==> config.mk <==
export PLATFORM = sky130hd
export DESIGN_NAME = ifetch_line_buffer
export DESIGN_NICKNAME = d
export VERILOG_FILES = /design/src/rtl/lc3b_types.sv /design/src/rtl/ifetch_line_buffer_line_word_select.sv /design/src/rtl/ifetch_line_buffer.sv
export SDC_FILE = /design/constraint.sdc
export NUM_CORES = 1
export LEC_CHECK = 0
export ABC_AREA = 0
export CAP_MARGIN = 25
export CORE_MARGIN = 1.5
export CORE_UTILIZATION = 41
export CTS_BUF_LIST = sky130_fd_sc_hd__clkbuf_8 sky130_fd_sc_hd__clkbuf_16
export CTS_CLUSTER_SIZE = 24
export DETAILED_ROUTE_END_ITERATION = 8
export PLACE_DENSITY = 0.7
export SYNTH_ARGS = -nofsm -noshare
export SYNTH_HDL_FRONTEND = slang
export SYNTH_HIERARCHICAL = 1
export SYNTH_SLANG_ARGS = --single-unit
==> constraint.sdc <==
create_clock -name clk -period 6.05 [get_ports clk]
set_input_delay 0.605 -clock clk [delete_from_list [all_inputs] [get_ports clk]]
set_output_delay 0.605 -clock clk [all_outputs]
set_load 0.05 [all_outputs]
==> src/rtl/lc3b_types.sv <==
// Shared LC-3b datapath types used by the fetch line buffer.
package lc3b_types;
  typedef logic [15:0]  lc3b_word;
  typedef logic [127:0] lc3b_line;
endpackage

==> src/rtl/ifetch_line_buffer_line_word_select.sv <==
// Pick one 16-bit instruction word out of an eight-word line.
module line_word_select
  import lc3b_types::*;
(
  input  lc3b_line   line,
  input  logic [2:0] offset,
  output lc3b_word   word
);
  lc3b_word words [8];

  // Split the line into its words; word k sits at bits [16k+15:16k].
  for (genvar k = 0; k < 8; k++) begin : g_word
    assign words[k] = line[16*k +: 16];
  end

  assign word = words[offset];
endmodule

==> src/rtl/ifetch_line_buffer.sv <==
// Single-line instruction fetch buffer: zero-wait hits, one line fill on miss.
module ifetch_line_buffer
  import lc3b_types::*;
(
  input  logic      clk,
  input  logic      reset,
  input  logic      read_a,
  input  lc3b_word  address_a,
  input  logic      flush,
  output logic      resp_a,
  output lc3b_word  rdata_a,
  output logic      pmem_read,
  output lc3b_word  pmem_address,
  input  logic      pmem_resp,
  input  lc3b_line  pmem_rdata
);
  localparam logic [0:0] IDLE = 1'b0;
  localparam logic [0:0] FILL = 1'b1;

  logic [0:0]  state;
  logic        valid;
  logic        discard;
  logic [11:0] tag;
  logic [11:0] fill_tag;
  lc3b_line    data;
  lc3b_word    sel_word;
  logic        hit;

  line_word_select u_sel (
    .line   (data),
    .offset (address_a[3:1]),
    .word   (sel_word)
  );

  // Hit is purely combinational so a buffered word returns with no wait state;
  // a flush in the same cycle wins over the hit.
  always_comb begin
    hit          = (state == IDLE) && read_a && valid &&
                   (tag == address_a[15:4]) && !flush;
    resp_a       = hit;
    rdata_a      = hit ? sel_word : 16'h0000;
    pmem_read    = (state == FILL);
    pmem_address = (state == FILL) ? {fill_tag, 4'b0000} : 16'h0000;
  end

  // Control state: FSM, valid and discard tracking; reset abandons any fill.
  always_ff @(posedge clk or posedge reset) begin
    if (reset) begin
      state    <= IDLE;
      valid    <= 1'b0;
      discard  <= 1'b0;
      fill_tag <= '0;
    end else begin
      case (state)
        IDLE: begin
          if (flush) valid <= 1'b0;
          if (read_a && !hit) begin
            state    <= FILL;
            fill_tag <= address_a[15:4];
          end
        end
        default: begin
          // A flush at any point in the fill poisons the incoming line.
          if (flush) discard <= 1'b1;
          if (pmem_resp) begin
            valid   <= !(discard || flush);
            discard <= 1'b0;
            state   <= IDLE;
          end
        end
      endcase
    end
  end

  // Line storage: data and tag carry no reset, only written at fill completion.
  always_ff @(posedge clk) begin
    if (state == FILL && pmem_resp) begin
      data <= pmem_rdata;
      tag  <= fill_tag;
    end
  end
endmodule

# Yosys cells after proc, flatten, opt, wreduce, memory -nomap -nowiden
# Index checks and enable logic that the tools add are counted.
# word_totals
memories	0
register_bits	155
in_bits	149
latch_bits	0
out_inout_bits	34
wordCells	39
ram_bits	0
mem_bits_ro	0
# classes
n_div	0
mul	0
n_mux	13
n_reduce_logical	15
order_cmp	1
n_eq_ne	2
shifts	0
add_sub_neg	0
n_bitwise	2
# op_table
op	n
$mux 16	4
$bmux 16 s3	1
$eq 12x12->1	1
$mux 1	8
$logic_and 1x1->1	6
$reduce_and 2->1	3
$ge 4x4->1 const B	1
$not 3->4	1
$reduce_bool 2->1	2
$logic_not 1->1	3
$ne 2x2->1 const B	1
$logic_or 1x1->1	1
$not 1->1	1

# Longest topological paths before layout
# depth
ltp_word	9
ltp_mapped	6

# Cells and area by module
# The synthesis kept the hierarchy.
# modules_own_cells
module	seq_area_each_um2	cells_each	instances	area_per_inst_um2
ifetch_line_buffer	4579.4	252	1	5308.8
line_word_select	0.0	57	1	1071.0

# Worst setup path before layout
# OpenSTA, ideal clock, no wires.
# synth_path
kind	flip-flop to flip-flop
from	register state (netlist: pmem_read)
to	register data[0] (enable)
n_path_buf	0
setup_slack_ns	1.513
period_less_slack_ns	4.537
required_time_ns	5.534
arrival_time_ns	4.021
path_stages_with_launch	2
path_cell_list	dfrtp_1 and2_1
# synth_via
elab_chain_len	1
# synth_rtl
item	line_no	text
start: declaration	ifetch_line_buffer.sv:20	logic [0:0] state;
start signal: assignment	ifetch_line_buffer.sv:49	state <= IDLE;
start signal: assignment	ifetch_line_buffer.sv:58	state <= FILL;
start signal: assignment	ifetch_line_buffer.sv:68	state <= IDLE;
$logic_and 1x1->1	ifetch_line_buffer.sv:77	if (state == FILL && pmem_resp) begin
end signal: assignment	ifetch_line_buffer.sv:78	data <= pmem_rdata;
end: declaration	ifetch_line_buffer.sv:25	lc3b_line data;
# No other way between the ends.
# A chain may end at the register's enable or synchronous reset.

# Final worst setup path
# layout_path
from	input port address_a[5]
to	output port rdata_a[4]
# layout_via
elab_chain_len	4
# layout_rtl
item	line_no	text
start: declaration	ifetch_line_buffer.sv:8	input lc3b_word address_a,
$eq 12x12->1	ifetch_line_buffer.sv:39	(tag == address_a[15:4]) && !flush;
$logic_and 1x1->1	ifetch_line_buffer.sv:38	hit = (state == IDLE) && read_a && valid &&
$logic_and 1x1->1	ifetch_line_buffer.sv:39	
$mux 16	ifetch_line_buffer.sv:41	rdata_a = hit ? sel_word : 16'h0000;
end: declaration	ifetch_line_buffer.sv:11	output lc3b_word rdata_a,
# No other way between the ends.

==> flow_summary.yaml <==
clock_network:
  cts_tree: "done"
  cts_root_buf: "clkbuf_16"
  ctsLongestPathBuffers: 2
  cts.sinks: 155
  cts_resized: 0
  post_cts_buffers: 0
  htree_levels: 4
  clk_pin_slew_ns: 0.06
  cts_buffers: 17
  clock_latency_ns: 0.42
  cts_hold_buf: 0
synth:
  syn_area_sq_um: 6380
  synth_top_family_by_area: "multiplexers"
  yosysUniqueCellTypes: 27
  ys_warn_count: 6
  avgSynthCellArea_sq_um: 20.65
  syn_inst: 309
  synth.area.top_cells: "edfxtp_1 66%, mux4_1 12%, dfrtp_1 5.9%"
  yosys.area.top_type: "edfxtp_1"
  synthAdderAreaFrac: 0
  synth-xor-area-share: 0.01647
  yosysSeqAreaShare: 0.7178
  synthMuxAreaShare: 0.1842
  synth_compound_gate_area_share: 0.008825
  synthDominantCellAreaShare: 0.6590
  yosys_register_bits: 155
  synthSimpleGateAreaFrac: 0.04177
detailed_routing:
  drtAntennaViolNets: 0
  wl_mm: 12.93
  firstDrtPassIters: 4
  drc: 0
  first_iter_violations: 204
  maxUsedRoutingLayer: "met4"
  routed-wl-met3_um: 865
  wl_per_cell_um: 18.64
  vias: 3411
  wl_met1_mm: 5.252
  wl_met2_mm: 6.582
  routed_via_density: 4.915
floorplan:
  die_h_um: 127.7
  boundaryPins: 183
  fp.dieW_um: 127.7
  rows: 45
  die_area_sq_um: 16320
  initial_core_util: 0.4197
  core_sq_um: 15200
job:
  maxCapViolations: 0
setup_path:
  crit_type: "in2out"
  worst-path-max-fanout: 17
  arrival_ns: 3.57
  required_ns: 5.44
  setup.worst_path.start_class: "input pin"
  end_kind: "output pin"
place:
  port_buffers: 177
  dp_cells: 663
  hpwl_mm: 8.780
  globalplace.congestion: 0.7176
  dpl-instance-area_sq_um: 8310
power_and_ir_drop:
  peakVddDrop_v: 0.0002508
  leakage_nw: 3.178
  power_density_nw_per_um2: 302.7
  power_mw: 2.690
grt:
  grt_max_degree: 64
  grt_use_total: 0.1633
  grt_first_pass_wirelength_mm: 19.22
  grt_pass1_vias: 3574
  globalRouteOverflowTotal: 0
  antenna_found_initial: 0
timing:
  period_needed_ns: 4.178
  tightest_slew_ns: 1.043
  finalHoldViolations: 0
  fin_setup_tns_ns: 0
  final.period_utilization: 0.6906
  finalClockSkew_ns: 0.007049
  finalSetupViolCount: 0
  rsz0062_at_grt: "no"
  drv_slew: 0
  fmax_mhz: 239.4
  relSlewSlack: 0.3022
run_status:
  outcome: "complete, no violations"
layout:
  final_cells: 694
  fin_nets: 644
  final_area_sq_um: 8886
  drive_gt1_frac: 0.1502
  area_growth_pct: 39.28
  diodes: 0
min_path:
  hold_class: "reg2reg"
[where the power goes]
group	internal, mW	total, mW	switching (mW)
Clock	0.598	0.998	0.400
Combinational	0.201	0.379	0.178
Sequential	1.28	1.31	0.0337
Total	2.08	2.69	0.612
[kinds of logic (layout without fill, tap and decap cells)]
kind of cell,Yosys count,in the layout
xor gates and xnor gates,12,12
AOI/OAI and AO/OA,6,6
buffers and inverters,37,231
and+or+nand+nor,38,38
other,1,4
muxes,60,60
DFF,155,155
[routing by layer]
layer / vias up / track usage
li1: 1601 / -
met3: 19 / 0.06135
met5: - / 0
met2: 115 / 0.2739
met4: 0 / 0.05948
met1: 1676 / 0.1929
[layout make-up]
class                      count  area (sq um)
tap                          188         235.2
clock buffer                  17         425.4
clock inverter                13         130.1
inverter                      19         71.32
fill                        1186          6316
multi-input combinational    120          1620
timing repair buffer         182          1824
sequential                   155          4579
[layout by cell type (no fill, tap or decap), drive strengths merged, types with 11 or more instances in the layout]
cell / count
clkdlybuf4s50: 176
edfxtp: 140
mux4: 32
mux2: 28
inv: 21
nor3: 18
clkbuf: 17
dfrtp: 15
and2: 13
xor2: 11
[worst max-delay path, stage by stage]
cell,delay (ns)
clkdlybuf4s50_1,0.43
xor2_1,0.20
nor4_4,0.39
nand4_2,0.63
nor3_1,0.42
clkdlybuf4s50_1,0.88
[synth_stat cells, drive strengths merged]
| cell | n |
|---|---|
| nor2 | 2 |
| and2 | 13 |
| clkbuf | 6 |
| edfxtp | 140 |
| mux2 | 28 |
| mux4 | 32 |
| a21oi | 4 |
| nor3 | 18 |
| nor4 | 2 |
| a21o | 1 |
| a41oi | 1 |
| xnor2 | 1 |
| inv | 19 |
| conb | 1 |
| nand4 | 1 |
| nand2b | 1 |
| dfrtp | 15 |
| xor2 | 11 |
| and3 | 1 |
| buf | 12 |
[registers in the layout (all words and copies together) (netlist names)]
| register | flops |
|---|---|
| valid | 1 |
| tag | 12 |
| data | 128 |
| discard | 1 |
| pmem_read | 1 |
| fill_tag | 12 |
[stage by stage]
step	util	worst slack [ns]	hold WS (ns)
after global routing	0.5845	1.706	0.4866
after detailed placement	0.5467	1.804	0.4553
after global placement	0.5457	1.861	0.4434
after CTS	0.5832	1.798	0.4688
final	0.5845	1.872	0.4711
after floorplan	-	1.513	0.4352
[worst paths after layout]
| kind | slack, ns | depth (start not counted) | start | endpoint |
|---|---|---|---|---|
| setup / recovery | 1.87 | 6 | address_a[5] | rdata_a[4] |
| hold / removal | 0.47 | 0 | fill_tag[0] | tag[0] |
| setup reg to reg | 3.68 | 3 | pmem_read | fill_tag[2] |
| hold reg to reg | 0.47 | 0 | fill_tag[0] | tag[0] |
| max in group asynchronous | 5.08 | 2 | reset | fill_tag[2] |
| min in group asynchronous | 0.57 | 2 | reset | fill_tag[10] |
Power figures use the tool's default switching activity.
